**src/rtl/msdap_pkg.sv**
```systemverilog
// Shared types and sizing for the MSDAP calculation sequencer.
// Command opcodes, sequencer states and the sample-counter increment live here.
package msdap_pkg;

  localparam int RJ_COUNT    = 16;
  localparam int COEFF_DEPTH = 512;
  localparam int DATA_DEPTH  = 256;
  localparam int CPTR_W      = $clog2(COEFF_DEPTH);

  // One extra bit so the pointer can sit at COEFF_DEPTH after the last entry.
  typedef logic [CPTR_W:0] cptr_t;
  localparam cptr_t CPTR_END = cptr_t'(COEFF_DEPTH);

  typedef enum logic [1:0] {
    OP_ADD   = 2'd0,
    OP_SHIFT = 2'd1,
    OP_DONE  = 2'd2
  } cmd_op_t;

  typedef enum logic [2:0] {
    S_IDLE,
    S_RJ_RD,
    S_RJ_CHK,
    S_C_RD,
    S_C_ISSUE,
    S_SHIFT,
    S_FINISH
  } state_t;

  // Samples seen saturates at DATA_DEPTH: beyond that every x(n-k) is valid.
  function automatic logic [8:0] seen_inc(input logic [8:0] s);
    return (s == 9'(DATA_DEPTH)) ? s : s + 9'd1;
  endfunction

endpackage

```
**src/rtl/calc_sequencer_if.sv**
```systemverilog
// Command channel from the sequencer to the accumulate-and-shift datapath.
// A command transfers in a cycle where cmd_valid and cmd_ready are both 1; while
// cmd_valid=1 and cmd_ready=0 the master holds every command field unchanged.
interface calc_sequencer_if;
  import msdap_pkg::*;

  logic       cmd_valid;
  logic       cmd_ready;
  cmd_op_t    cmd_op;
  logic       cmd_sign;
  logic       cmd_zero;
  logic [7:0] cmd_data_addr;

  modport master (
    output cmd_valid, cmd_op, cmd_sign, cmd_zero, cmd_data_addr,
    input  cmd_ready
  );

  modport slave (
    input  cmd_valid, cmd_op, cmd_sign, cmd_zero, cmd_data_addr,
    output cmd_ready
  );

endinterface

```
**src/rtl/msdap_term_addr.sv**
```systemverilog
// Data-memory address of x(n-k) in the circular buffer, plus a flag for terms
// that refer to samples older than the first one written since the last clear.
module msdap_term_addr
  import msdap_pkg::*;
(
  input  logic [7:0] n,
  input  logic [7:0] k,
  input  logic [8:0] samples_seen,
  output logic [7:0] data_addr,
  output logic       zero
);

  assign data_addr = n - k;
  assign zero      = ({1'b0, k} >= samples_seen);

endmodule

```
**src/rtl/calc_sequencer.sv**
```systemverilog
// Walks the rj groups and coefficients for one output sample and emits the
// ADD / SHIFT / DONE command stream for the accumulate-and-shift datapath.
module calc_sequencer
  import msdap_pkg::*;
(
  input  logic                 clk,
  input  logic                 reset,
  input  logic                 start,
  input  logic [7:0]           sample_idx,
  input  logic                 clear,
  output logic [3:0]           rj_addr,
  input  logic [15:0]          rj_data,
  output logic [8:0]           coeff_addr,
  input  logic [8:0]           coeff_data,
  calc_sequencer_if.master     cmd,
  output logic                 busy,
  output logic                 done,
  output logic                 cfg_err,
  output logic                 overrun,
  output state_t               dbg_state
);

  state_t      state_q, state_d;
  logic [7:0]  n_q, n_d;
  logic [8:0]  seen_q, seen_d;
  logic [3:0]  rj_idx_q, rj_idx_d;
  cptr_t       cptr_q, cptr_d;
  logic [15:0] remaining_q, remaining_d;
  logic        cfg_err_q, cfg_err_d;
  logic        overrun_q, overrun_d;
  logic        clr_pend_q, clr_pend_d;
  logic        done_q, done_d;

  logic [7:0]  term_addr;
  logic        term_zero;

  msdap_term_addr u_term_addr (
    .n            (n_q),
    .k            (coeff_data[7:0]),
    .samples_seen (seen_q),
    .data_addr    (term_addr),
    .zero         (term_zero)
  );

  always_ff @(posedge clk) begin
    if (reset) begin
      state_q     <= S_IDLE;
      n_q         <= '0;
      seen_q      <= '0;
      rj_idx_q    <= '0;
      cptr_q      <= '0;
      remaining_q <= '0;
      cfg_err_q   <= 1'b0;
      overrun_q   <= 1'b0;
      clr_pend_q  <= 1'b0;
      done_q      <= 1'b0;
    end else begin
      state_q     <= state_d;
      n_q         <= n_d;
      seen_q      <= seen_d;
      rj_idx_q    <= rj_idx_d;
      cptr_q      <= cptr_d;
      remaining_q <= remaining_d;
      cfg_err_q   <= cfg_err_d;
      overrun_q   <= overrun_d;
      clr_pend_q  <= clr_pend_d;
      done_q      <= done_d;
    end
  end

  always_comb begin
    state_d           = state_q;
    n_d               = n_q;
    seen_d            = seen_q;
    rj_idx_d          = rj_idx_q;
    cptr_d            = cptr_q;
    remaining_d       = remaining_q;
    cfg_err_d         = cfg_err_q;
    overrun_d         = overrun_q;
    clr_pend_d        = clr_pend_q;
    done_d            = 1'b0;
    rj_addr           = '0;
    coeff_addr        = '0;
    cmd.cmd_valid     = 1'b0;
    cmd.cmd_op        = OP_ADD;
    cmd.cmd_sign      = 1'b0;
    cmd.cmd_zero      = 1'b0;
    cmd.cmd_data_addr = '0;

    if (state_q != S_IDLE) begin
      if (start) overrun_d = 1'b1;
      if (clear) clr_pend_d = 1'b1;
    end

    case (state_q)
      S_IDLE: begin
        // A held or fresh clear takes effect before a coincident start.
        if (clear || clr_pend_q) begin
          seen_d     = '0;
          clr_pend_d = 1'b0;
        end
        if (start) begin
          n_d      = sample_idx;
          seen_d   = (clear || clr_pend_q) ? 9'd1 : seen_inc(seen_q);
          rj_idx_d = '0;
          cptr_d   = '0;
          state_d  = S_RJ_RD;
        end
      end
      S_RJ_RD: begin
        rj_addr = rj_idx_q;
        state_d = S_RJ_CHK;
      end
      S_RJ_CHK: begin
        remaining_d = rj_data;
        state_d     = (rj_data == '0 || cptr_q == CPTR_END) ? S_SHIFT : S_C_RD;
      end
      S_C_RD: begin
        coeff_addr = cptr_q[CPTR_W-1:0];
        state_d    = S_C_ISSUE;
      end
      S_C_ISSUE: begin
        // Address stays on the bus so coeff_data is stable through a stall.
        coeff_addr        = cptr_q[CPTR_W-1:0];
        cmd.cmd_valid     = 1'b1;
        cmd.cmd_op        = OP_ADD;
        cmd.cmd_sign      = coeff_data[8];
        cmd.cmd_zero      = term_zero;
        cmd.cmd_data_addr = term_addr;
        if (cmd.cmd_ready) begin
          cptr_d      = cptr_q + 1'b1;
          remaining_d = remaining_q - 16'd1;
          if (remaining_q == 16'd1) begin
            state_d = S_SHIFT;
          end else if (cptr_q + 1'b1 == CPTR_END) begin
            cfg_err_d = 1'b1;
            state_d   = S_SHIFT;
          end else begin
            state_d = S_C_RD;
          end
        end
      end
      S_SHIFT: begin
        cmd.cmd_valid = 1'b1;
        cmd.cmd_op    = OP_SHIFT;
        if (cmd.cmd_ready) begin
          if (rj_idx_q == 4'(RJ_COUNT - 1)) begin
            state_d = S_FINISH;
          end else begin
            rj_idx_d = rj_idx_q + 4'd1;
            state_d  = S_RJ_RD;
          end
        end
      end
      S_FINISH: begin
        cmd.cmd_valid = 1'b1;
        cmd.cmd_op    = OP_DONE;
        if (cmd.cmd_ready) begin
          state_d = S_IDLE;
          done_d  = 1'b1;
        end
      end
      default: state_d = S_IDLE;
    endcase
  end

  assign busy      = (state_q != S_IDLE);
  assign done      = done_q;
  assign cfg_err   = cfg_err_q;
  assign overrun   = overrun_q;
  assign dbg_state = state_q;

endmodule

```
**src/flat_wrapper.sv**
```systemverilog
// flat-port wrapper written by rule: the top's interface ports become plain ports
module calc_sequencer_flat import msdap_pkg::*;
  (clk, reset, start, sample_idx, clear, rj_addr, rj_data, coeff_addr, coeff_data, busy, done, cfg_err, overrun, dbg_state, cmd_cmd_valid, cmd_cmd_op, cmd_cmd_sign, cmd_cmd_zero, cmd_cmd_data_addr, cmd_cmd_ready);
  calc_sequencer_if cmd_i ();
  input  logic clk;
  input  logic reset;
  input  logic start;
  input  logic [7:0] sample_idx;
  input  logic clear;
  output logic [3:0] rj_addr;
  input  logic [15:0] rj_data;
  output logic [8:0] coeff_addr;
  input  logic [8:0] coeff_data;
  output logic busy;
  output logic done;
  output logic cfg_err;
  output logic overrun;
  output state_t dbg_state;
  output wire logic [$bits(cmd_i.cmd_valid)-1:0] cmd_cmd_valid;
  output wire logic [$bits(cmd_i.cmd_op)-1:0] cmd_cmd_op;
  output wire logic [$bits(cmd_i.cmd_sign)-1:0] cmd_cmd_sign;
  output wire logic [$bits(cmd_i.cmd_zero)-1:0] cmd_cmd_zero;
  output wire logic [$bits(cmd_i.cmd_data_addr)-1:0] cmd_cmd_data_addr;
  input wire logic [$bits(cmd_i.cmd_ready)-1:0] cmd_cmd_ready;
  assign cmd_cmd_valid = cmd_i.cmd_valid;
  assign cmd_cmd_op = cmd_i.cmd_op;
  assign cmd_cmd_sign = cmd_i.cmd_sign;
  assign cmd_cmd_zero = cmd_i.cmd_zero;
  assign cmd_cmd_data_addr = cmd_i.cmd_data_addr;
  assign cmd_i.cmd_ready = cmd_cmd_ready;
  calc_sequencer u_core (.clk(clk), .reset(reset), .start(start), .sample_idx(sample_idx), .clear(clear), .rj_addr(rj_addr), .rj_data(rj_data), .coeff_addr(coeff_addr), .coeff_data(coeff_data), .cmd(cmd_i), .busy(busy), .done(done), .cfg_err(cfg_err), .overrun(overrun), .dbg_state(dbg_state));
endmodule
```
**config.mk**
```make
export PLATFORM = sky130hd
export DESIGN_NAME = calc_sequencer_flat
export DESIGN_NICKNAME = d
export VERILOG_FILES = /design/src/rtl/msdap_pkg.sv /design/src/rtl/calc_sequencer_if.sv /design/src/rtl/msdap_term_addr.sv /design/src/rtl/calc_sequencer.sv /design/src/flat_wrapper.sv
export SDC_FILE = /design/constraint.sdc
export NUM_CORES = 1
export LEC_CHECK = 0
export CAP_MARGIN = 15
export CORE_UTILIZATION = 51
export DETAILED_ROUTE_END_ITERATION = 10
export GPL_TIMING_DRIVEN = 0
export PLACE_DENSITY_LB_ADDON = 0.2
export SLEW_MARGIN = 20
export SYNTH_ARGS = -nofsm -noshare
export SYNTH_HDL_FRONTEND = slang
export SYNTH_HIERARCHICAL = 1
export SYNTH_SLANG_ARGS = --single-unit
```
**constraint.sdc**
```tcl
create_clock -name clk -period 2.85 [get_ports clk]
set_clock_uncertainty 0.05 [all_clocks]
set_input_delay 0.57 -clock clk [delete_from_list [all_inputs] [get_ports clk]]
set_output_delay 0.57 -clock clk [all_outputs]
set_load 0.01 [all_outputs]
```
==> flow_summary.json <==
{
  "fin_area_sq_mm": 0.004875,
  "num_antenna_cells": 0,
  "firstDrtPassIters": 5,
  "cts_tree": "yes",
  "die_y_um": 88.53,
  "synth-edff-count": 0,
  "status": "finished, final reports clean",
  "gp_congestion": 0.9067,
  "final_layout_size_suffix_gt1_share_pct": 8.403,
  "setup_viol": 0,
  "fin_crit_sh_pct": 96.93,
  "startpoint": "coeff_data[4]",
  "fillers": 652,
  "max_stage_delay_ns": 0.35,
  "maxSlewHeadroom_pct": 51.88,
  "core_sq_mm": 0.007253,
  "fin_nets": 656,
  "grt_pass1_wl_mm": 17.08,
  "cp-start-kind": "input pin",
  "cp.depth": 9,
  "crit-reg2reg-launch": "u_core/cptr_q[0]",
  "wl_per_cell_um": 15.44,
  "clock_latency_ns": 0.31,
  "synthDominantCellAreaShare_pct": 28.31,
  "crit_required_ns": 2.23,
  "path_cells": "dlygate4sd2_1 > inv_2 > ha_4 > a21o_1 > a311o_1 > a31oi_1 > a31oi_1 > and2_1 > buf_2",
  "vias": 4113,
  "drtIter0Drc": 306,
  "clk_path_buf_depth": 2,
  "reg2regPathDepth": 7,
  "io_pins": 71,
  "syn_inst": 513,
  "worstSetupPathType": "in -> out",
  "ir_drop_mv": 0.2773,
  "start_util_pct": 52.65,
  "yosysWarnings": 6,
  "yosysMostFrequentCell": "dfxtp_1",
  "grt_usage_pct": 27.80,
  "powerDensity_mw_per_mm2": 366.7,
  "r2r_setup_slack_ns": 0.37,
  "overflow": 0,
  "multi_input_area_sq_mm": 0.002605,
  "avgSynthCellArea_sq_um": 7.444,
  "area_growth_syn_to_layout_pct": 27.65,
  "synth-main-ff-cell": "dfxtp_1",
  "rows": 31,
  "fin_crit_ns": 2.763,
  "crit_fanout": 5,
  "hp-start": "u_core/n_q[0]",
  "slowest_stage": "a311o_1",
  "die-area_sq_mm": 0.007838,
  "cpMostUsedCell": "a31oi_1",
  "p_leak_nw": 1.866,
  "dp_hpwl_mm": 7.864,
  "setup.worst_path.end": "cmd_cmd_data_addr[7]",
  "ys_async_sr_fraction_pct": 0,
  "crit_path_end_kind": "primary output",
  "crit_family": "compound AO/OA/AOI/OAI gates",
  "final_antenna_net_count": 0,
  "crit-reg2reg-capture": "u_core/cfg_err",
  "synth_area_leaders": "dfxtp_1 (28%), ha_1 (7.5%), a21oi_1 (5.8%)",
  "die_w_um": 88.53,
  "cts_buffers": 5,
  "htree_levels": 2,
  "via_per_inst": 5.927,
  "grt_pass1_vias": 3730,
  "slew_violations": 0,
  "rsz0062_at_grt": "no",
  "netlist_area_sq_mm": 0.003819,
  "hold_ws_ns": 0.4130,
  "synth.net_count": 575,
  "grt_max_degree": 17,
  "yosysTopAreaCell": "dfxtp_1",
  "tightest_slew_ns": 0.7152,
  "clk_pin_slew_ns": 0.09,
  "drc": 0,
  "synth-seq-cells": 54,
  "cts_sinks": 54,
  "crit_arrival_ns": 2.14,
  "max_freq_ghz": 0.3620,
  "maxCapViolCount": 0,
  "hold_path_class": "reg -> reg",
  "cts_hold_buf": 0,
  "placement.io_buffers": 70,
  "synth_cell_type_count": 60,
  "ys_top_cells_by_count": "dfxtp_1 (54), nand2_1 (48), a21oi_1 (44), nor2_1 (44), inv_1 (32)",
  "seqCellArea_sq_mm": 0.001085,
  "cts_root_buf": "clkbuf_8",
  "utilization_pct": 67.21,
  "post_dp_cell_area_sq_mm": 0.004643,
  "hold_viol_final": 0,
  "antenna_found_initial": 0,
  "ys_seq_area_share_pct": 28.31,
  "wl_mm": 10.72,
  "path_buf_inv": 3
}
stage by stage:
step,worst slack (ns),TNS (ns),power [mW],instances
2_1_floorplan,0.4147,0,1.103,513
3_3_place_gp,-0.6922,-3.792,1.240,682
3_5_place_dp,-0.7154,-4.017,1.254,682
4_1_cts,0.002220,0,1.783,691
5_1_grt,0.008777,0,1.875,694
6_report,0.08747,0,1.787,694
placed cells by master, fill, tap and decap left out, types with 14 or more instances in the layout:
master	instances
clkbuf_1	25
dfxtp_1	51
nor2_1	44
and2_1	30
clkdlybuf4s50_1	56
nand2_1	48
inv_1	29
a21oi_1	43
o21ai_1	14
nor3_1	18
ha_1	17
worst min-delay path by stage:
stage,cells after the start,endpoint
2_1_floorplan,2,u_core/n_q[0]
3_3_place_gp,2,u_core/n_q[0]
5_1_grt,2,u_core/n_q[0]
6_report,2,u_core/n_q[0]
3_5_place_dp,2,u_core/n_q[0]
4_1_cts,2,u_core/n_q[0]
layout make-up:
cell class | instances | share of cell area (%)
Multi-Input combinational cell | 395 | 53.44
Sequential cell | 54 | 22.25
Timing Repair Buffer | 76 | 14.60
Inverter | 33 | 2.541
Tap cell | 99 | 2.541
Buffer | 29 | 2.387
Clock buffer | 5 | 1.412
Clock inverter | 3 | 0.8214
logic make-up (layout without fill, tap and decap cells):
family / after synthesis / in the layout / share of synthesized area, %
compound gates: 141 / 141 / 24.25
xor+xnor: 13 / 13 / 2.982
fa+ha+maj: 24 / 24 / 8.060
buf+inv: 64 / 146 / 6.389
flops: 54 / 54 / 28.31
mux: 1 / 1 / 0.2621
simple gates: 216 / 216 / 29.75
worst reg2reg max path, stage by stage (launching register included):
cell and delay (ns):
dfxtp_1 0.44, ha_1 0.18, clkbuf_1 0.29, and3_1 0.26, and3_1 0.16, nor3_1 0.05, or4_1 0.59, o41ai_1 0.36
layer usage:
| metal | track usage, % | share of wire (%) | wire [um] | vias to the layer above |
|---|---|---|---|---|
| met5 | 0 | 0 | 0 | - |
| met3 | 3.358 | 6.1 | 649 | 27 |
| met4 | 12.17 | 2.1 | 230 | 0 |
| met1 | 34.04 | 41 | 4437 | 1920 |
| met2 | 48.95 | 50 | 5397 | 164 |
| li1 | - | - | - | 2002 |
registers in the layout, indices dropped and copies added (netlist names):
name	count
u_core/n_q	8
u_core/cfg_err	1
u_core/overrun	1
u_core/done	1
u_core/cptr_q	10
u_core/dbg_state	3
u_core/clr_pend_q	1
u_core/remaining_q	16
u_core/seen_q	9
u_core/rj_idx_q	4
where the power goes:
part	switching, mW	total [mW]	internal (mW)
registers	0.0332	0.817	0.784
logic	0.250	0.457	0.208
clock network	0.253	0.513	0.259
repair_timing:
action	CTS	global route
setup buffers	3	3
setup endpoints to repair	19	20
gates resized for setup	49	7
pin swaps	6	4
(Power assumes the default switching activity.)
